===== src/rtl/array_ram_pkg.sv =====
// ----------------------------------------------------------------------------
// array_ram_pkg
// Shared definitions for the Array channel word memory: default widths,
// the two-state handshake FSM encoding and a helper that sizes the internal
// word index for a given depth.
// ----------------------------------------------------------------------------
package array_ram_pkg;

    localparam int ARRAY_ADDR_N = 8;   // default address width
    localparam int ARRAY_INT_N  = 8;   // default data width

    // Handshake FSM: IDLE accepts a request, ACK raises ready for one cycle.
    typedef enum logic {
        ARRAY_IDLE = 1'b0,
        ARRAY_ACK  = 1'b1
    } array_state_e;

    // Bits needed to index 'depth' words; never less than one bit.
    function automatic int array_idx_w(input int depth);
        return (depth > 1) ? $clog2(depth) : 1;
    endfunction

endpackage


===== src/rtl/array_ram_core.sv =====
// ----------------------------------------------------------------------------
// array_ram_core
// Plain inferred word RAM with no handshake or control: synchronous write,
// combinational read of the addressed word.
//
// Ports:
//   clk   in   1       write clock
//   we    in   1       write enable for this edge
//   addr  in   IDX_W   word index (always < DEPTH)
//   di    in   DATA_W  write data
//   dout  out  DATA_W  contents of mem[addr]
// ----------------------------------------------------------------------------
module array_ram_core #(
    parameter int IDX_W  = 8,
    parameter int DATA_W = 8,
    parameter int DEPTH  = 256
) (
    input  logic              clk,
    input  logic              we,
    input  logic [IDX_W-1:0]  addr,
    input  logic [DATA_W-1:0] di,
    output logic [DATA_W-1:0] dout
);

    logic [DATA_W-1:0] mem [DEPTH];

    // NOTE: the storage array has no reset on purpose; resetting it would
    // prevent RAM inference and the contents are undefined until written.
    always_ff @(posedge clk) begin
        if (we) begin
            // NOTE: non-blocking assignment for all clocked state so every
            // register samples values from before the edge.
            mem[addr] <= di;
        end
    end

    assign dout = mem[addr];

endmodule


===== src/rtl/array_ram.sv =====
// ----------------------------------------------------------------------------
// array_ram
// Single-port synchronous word memory behind the Array channel. Each request
// (valid=1 seen in IDLE) is executed on that edge and acknowledged by a
// one-cycle ready pulse in the following cycle. Throughput is one request
// every two cycles; valid is ignored while acknowledging.
//
// The read-data port is named dout because 'do' is a reserved word.
//
// Optional feature (macro ARRAY_BOUNDS_CHECK_EN):
//   defined   - extra output err; requests with addr >= DEPTH are
//               acknowledged but writes are dropped and reads return 0,
//               with err=1 during that ACK cycle.
//   undefined - no err port; addr >= DEPTH aliases mem[addr % DEPTH].
//
// Ports:
//   clk    in   1       clock, all state updates on posedge
//   nrst   in   1       asynchronous active-low reset
//   addr   in   ADDR_N  word address of the request
//   we     in   1       1 = write di to addr, 0 = read addr
//   di     in   INT_N   write data
//   dout   out  INT_N   read data, changes only on an accepted read
//   valid  in   1       request present; hold inputs stable until ready
//   ready  out  1       one-cycle acknowledge
//   err    out  1       (ARRAY_BOUNDS_CHECK_EN only) out-of-range request
// ----------------------------------------------------------------------------
module array_ram
    import array_ram_pkg::*;
#(
    parameter int ADDR_N = ARRAY_ADDR_N,
    parameter int INT_N  = ARRAY_INT_N,
    parameter int DEPTH  = 1 << ADDR_N
) (
    input  logic              clk,
    input  logic              nrst,
    input  logic [ADDR_N-1:0] addr,
    input  logic              we,
    input  logic [INT_N-1:0]  di,
    output logic [INT_N-1:0]  dout,
    input  logic              valid,
    output logic              ready
`ifdef ARRAY_BOUNDS_CHECK_EN
    ,
    output logic              err
`endif
);

    localparam int IDX_W = array_idx_w(DEPTH);

    array_state_e       state, state_n;
    logic               accept;
    logic               in_range;
    logic [IDX_W-1:0]   mem_idx;
    logic [INT_N-1:0]   rd_word;
    logic               err_q;

    // ------------------------------------------------------------------
    // Address decode
    // ------------------------------------------------------------------
`ifdef ARRAY_BOUNDS_CHECK_EN
    assign in_range = (32'(addr) < DEPTH);
    // Only used when in range, so plain truncation is enough.
    assign mem_idx  = IDX_W'(addr);
`else
    // Every address is serviced; out-of-depth addresses alias by modulo,
    // which folds to plain truncation for power-of-two depths.
    assign in_range = 1'b1;
    assign mem_idx  = IDX_W'(32'(addr) % DEPTH);
`endif

    // ------------------------------------------------------------------
    // Handshake FSM
    // ------------------------------------------------------------------
    always_ff @(posedge clk or negedge nrst) begin
        if (!nrst) begin
            state <= ARRAY_IDLE;
        end else begin
            state <= state_n;
        end
    end

    // NOTE: every output of this block gets a default first so no path
    // leaves a signal unassigned and no latch is inferred.
    always_comb begin
        state_n = state;
        ready   = 1'b0;
        accept  = 1'b0;
        case (state)
            ARRAY_IDLE: begin
                if (valid) begin
                    accept  = 1'b1;
                    state_n = ARRAY_ACK;
                end
            end
            ARRAY_ACK: begin
                ready   = 1'b1;
                state_n = ARRAY_IDLE;
            end
            default: state_n = ARRAY_IDLE;
        endcase
    end

    // ------------------------------------------------------------------
    // Storage
    // ------------------------------------------------------------------
    array_ram_core #(
        .IDX_W  (IDX_W),
        .DATA_W (INT_N),
        .DEPTH  (DEPTH)
    ) u_core (
        .clk  (clk),
        .we   (accept && we && in_range),
        .addr (mem_idx),
        .di   (di),
        .dout (rd_word)
    );

    // Read data and error flag are captured on the accepting edge so they
    // are valid for the whole ACK cycle; writes leave dout untouched.
    always_ff @(posedge clk or negedge nrst) begin
        if (!nrst) begin
            dout  <= '0;
            err_q <= 1'b0;
        end else if (accept) begin
            err_q <= !in_range;
            if (!we) begin
                dout <= in_range ? rd_word : '0;
            end
        end
    end

`ifdef ARRAY_BOUNDS_CHECK_EN
    assign err = ready && err_q;
`else
    // Error flag only has a consumer when bounds checking is built in.
    logic unused_err;
    assign unused_err = err_q;
`endif

endmodule


===== config.mk =====
export PLATFORM = sky130hd
export DESIGN_NAME = array_ram
export DESIGN_NICKNAME = d
export VERILOG_FILES = /design/src/rtl/array_ram_pkg.sv /design/src/rtl/array_ram_core.sv /design/src/rtl/array_ram.sv
export SDC_FILE = /design/constraint.sdc
export NUM_CORES = 2
export LEC_CHECK = 0
export CAP_MARGIN = 40
export CORE_UTILIZATION = 43
export DETAILED_ROUTE_END_ITERATION = 8
export MAX_ROUTING_LAYER = met4
export SYNTH_ARGS = -nofsm -noshare
export SYNTH_HDL_FRONTEND = slang
export SYNTH_SLANG_ARGS = --single-unit

===== constraint.sdc =====
create_clock -name clk -period 3.4 [get_ports clk]
set_input_delay 0.68 -clock clk [delete_from_list [all_inputs] [get_ports clk]]
set_output_delay 0.68 -clock clk [all_outputs]
set_load 0.05 [all_outputs]

# ---- After elaboration in Yosys (flattened, before gate mapping)
# Memory sizes are Yosys's and may differ from the RTL's. A register that Yosys moved wholly into a read port is not among the register bits.
# Index checks and enable logic that the tools add are counted.
dict set report classes {
  muxes 6
  bitwise 2
  n_reduce_logical 3
}
# cell n
set op_table {}
lappend op_table {{$mux 1} 5}
lappend op_table {{$not 1->1} 2}
lappend op_table {{$pmux 1 s2} 1}
lappend op_table {{$reduce_and 2->1} 1}
lappend op_table {{$logic_and 1x1->1} 1}
lappend op_table {{$logic_not 1->1} 1}
dict set report totals {
  register_bits 1
  mem_bits_rw 2048
  out_inout_bits 9
  word_cells 13
  memories 1
}
# memory depth width read_ports rd_clocked_by_memory_dff write_ports line
set mem_list {}
lappend mem_list {u_core.mem 256 8 1 1 1 array_ram_core.sv:25} ;# logic [DATA_W-1:0] mem [DEPTH];

# ---- Longest topological paths before layout
dict set report logic_depth {
  word_depth 5
  mapped_depth 12
}

# ---- Hierarchy
# Synthesis repeated with hierarchy kept, for this count alone.
dict set report hier_totals {
  cells_unflattened 3559
  hier_area_um2 78681.7
}
# module instances cells_per_inst area_per_inst_um2 seq_area_each_um2
set by_module_without_submodules {}
lappend by_module_without_submodules {array_ram_core 1 3539 78332.6 61499.0}
lappend by_module_without_submodules {array_ram 1 20 349.1 225.2}

# ---- Least setup slack after synthesis
# OpenSTA, ideal clock, no wires.
dict set report synth_timing {
  path_kind {input to register}
  from {input port addr[0]}
  to {memory u_core.mem[237][0], enable pin}
  setup_ps 370
  arrival_ps 2700
  setup_slack_ps 330
  stages 10
  cell_sequence {buf_4 -> buf_6 -> buf_6 -> buf_4 -> inv_2 -> buf_2 -> nor2_1 -> nand3_1 -> clkbuf_1 -> nor2_1}
}
# element line
set synth_lines {}
lappend synth_lines {{from (decl)} array_ram.sv:36} ;# input logic [ADDR_N-1:0] addr,
lappend synth_lines {{to (decl)} array_ram_core.sv:25}
# No word-level cell before the write port.

# ---- Worst setup path after layout
dict set report layout_timing {
  from {register dout[6] (read register of u_core.mem)}
  to {output port dout[6]}
}
# element line
set layout_lines {}
lappend layout_lines {{from (decl)} array_ram.sv:39} ;# output logic [INT_N-1:0] dout,
# No word-level cell between the ends.

==> results.ini <==
[die]
start_util_pct = 43.4
coreArea_um2 = 184000
die_area_um2 = 187000
io_pins = 29
rows = 157
die_w_um = 433
die_h_um = 433

[synthesis]
synth_common_cells = 2,048 x edfxtp_1, 551 x mux4_2, 257 x nor2_1
syn_avg_cell_area_um2 = 22.1
synthTopCellsByArea = edfxtp_1 77%, mux4_2 16%, mux2i_1 1.5%, nor2_1 1.2%, a22oi_1 0.50%
synth_async_sr_flop_share_pct = 0.438
synth-seq-cells = 2057
netlist_instances = 3619
syn_area_um2 = 79900
yosysMostFrequentCell = edfxtp_1
synth_edf_count = 2048
syn_nets = 3639
yosysWarnings = 0
yosys.area.top_type = edfxtp_1
synth_cell_types = 50
synthDominantCellAreaShare_pct = 77.0
synth-main-ff-cell = edfxtp_1
ys_seq_area_share_pct = 77.3

[route]
vias_per_cell = 5.84
drc = 0
vias = 40000
wl_per_cell_um = 30.2
wl_mm = 207
drtIter0Drc = 5119
firstDrtPassIters = 5
final_antenna_net_count = 0

[setup_path]
worst-path-buf-inv = 1
cpPeakStageDelay_ns = 0.90
reg2regPathDepth = 7
crit_arrival_ns = 2.39
critical_path.top_delay_family = buffers and inverters
startpoint_type = register
cp-end-kind = output port
r2r_start = u_core.mem[159][4]
crit_fanout = 3
critPathKind = reg -> out
path_cells = clkdlybuf4s50_1
required_ns = 2.72
cpMaxStageDelayCell = clkdlybuf4s50_1
critical_path.startpoint = dout[6]
worstSetupPathDepth = 1

[sta]
fin_worst_skew_ns = 0.0445
relSlewSlack_pct = 37.2
hold_ws_ns = 0.280
achievable-frequency_mhz = 326
finalCritPeriodShare_pct = 90.3
period_minus_slack_ns = 3.07
rsz0062_at_grt = false
worst_pin_slew_ns = 0.941
hold_viol = 0
slew_violations = 0
finalWorstSetupSlack_ns = 0.330
setup_viol = 0

[outcome]
outcome = finished, final reports clean

[placed_design]
dp_slack_ns = -0.185
gp_congestion = 0.892
portBuffers = 28
dp.final_hpwl_mm = 134

[global_route]
antenna_found_initial = 7
grt_busiest_layer = met2
track_usage_pct = 22.9
grt_use_met2_pct = 35.0
overflow = 0
grt_pass1_wl_mm = 297
grt_use_met3_pct = 4.21
grt_pass1_vias = 40100
grt_max_degree = 103
use_met1_pct = 31.5

[cells_and_area]
drive_above_1_share_pct = 33.6
nets = 4235
syn_to_final_growth_pct = 18.3

[clock_tree]
clkTransAtPathRegs_ns = 0.06
numCtsBuffers = 206
root_buffer = clkbuf_16
insertion_delay_ns = 0.85
cts_tree = built
ctsResizeCount = 0
cts.sinks = 2057
post-cts-setup-buffers = 0
clockBufferDepth = 3
hold_buffers = 0
htreeDepth = 4

[power]
p_per_area_nw_per_um2 = 575
max-vdd-ir-drop_mv = 0.426
power_w = 0.0543
p_leak_nw = 30.4

[flow_run]
maxCapViolations = 0

[worst_hold_path]
hp-class = in -> async

[final timing paths]
path	end	slack, ns
hold / removal	state	0.28
hold reg to reg	state	0.46
max in group asynchronous	dout[3]	2.64
setup / recovery	dout[6]	0.33
min in group clk	u_core.mem[59][2]	0.41
setup reg to reg	dout[4]	0.68
[flip-flops by register name (all words and copies together) (netlist names)]
signal      count
u_core.mem   2048
state           1
dout            8
[cell type report]
| class | count | area [um2] |
|---|---|---|
| multi-input cells | 1334 | 17100 |
| inverters | 4 | 20.0 |
| repair buffers | 612 | 5610 |
| diodes | 4 | 10.0 |
| fillers | 14500 | 89400 |
| clock buffers | 252 | 5440 |
| flip-flops and latches | 2057 | 61700 |
| well taps | 2464 | 3080 |
| clock inverters | 122 | 1520 |
[layout by cell type, fill, tap and decap left out, types with 6 or more instances in the layout]
| cell | instances |
|---|---|
| nor2b_1 | 15 |
| nor2_1 | 255 |
| edfxtp_1 | 2048 |
| mux2i_1 | 121 |
| dfrtp_1 | 9 |
| or3_1 | 8 |
| o211ai_1 | 15 |
| clkinv_2 | 39 |
| clkbuf_8 | 13 |
| a21oi_1 | 13 |
| o22ai_1 | 20 |
| bufinv_16 | 32 |
| a22oi_1 | 53 |
| nand3_1 | 46 |
| clkbuf_16 | 209 |
| a2111oi_0 | 6 |
| a41oi_1 | 6 |
| clkinvlp_4 | 8 |
| mux4_2 | 551 |
| clkdlybuf4s50_1 | 14 |
| nand2_1 | 77 |
| a31oi_1 | 11 |
| buf_4 | 510 |
| o21ai_0 | 21 |
| a32oi_1 | 11 |
| nor3_1 | 30 |
| a211oi_1 | 8 |
| clkbuf_1 | 38 |
| nand4_1 | 8 |
| and2_1 | 9 |
| buf_12 | 74 |
| clkinv_1 | 33 |
[metal layers]
layer	vias to the layer above	part of all wire (%)
met1	21500	41
met4	0	2.9
met3	320	7.7
li1	16400	-
met5	-	0
met2	1767	48
[stage by stage]
stage	cells	instance area, um2	utilization [%]	setup TNS [ns]
after CTS	6844	94500	51.4	0
after global routing	6847	94500	51.4	0
final	6849	94500	51.4	0
after detailed placement	6470	87500	47.6	-0.637
after global placement	6467	87500	47.6	-1.33
after floorplan	3619	79900	-	0
[power by group]
part	leakage, nW	total [W]	internal (W)	switching [W]
combinational	8.48	0.00295	0.00116	0.00179
clock	3.40	0.0234	0.0138	0.00961
sequential	18.5	0.0280	0.0279	0.0000647
total	30.4	0.0543	0.0429	0.0115
[cell families after synthesis]
| kind of cell | count (synthesis) | synth area share [%] |
|---|---|---|
| and+or+nand+nor | 473 | 2.54 |
| muxes | 676 | 17.1 |
| buffers and inverters | 228 | 1.44 |
| DFF | 2057 | 77.3 |
| AOI/OAI and AO/OA | 185 | 1.64 |
(Power assumes the default switching activity.)
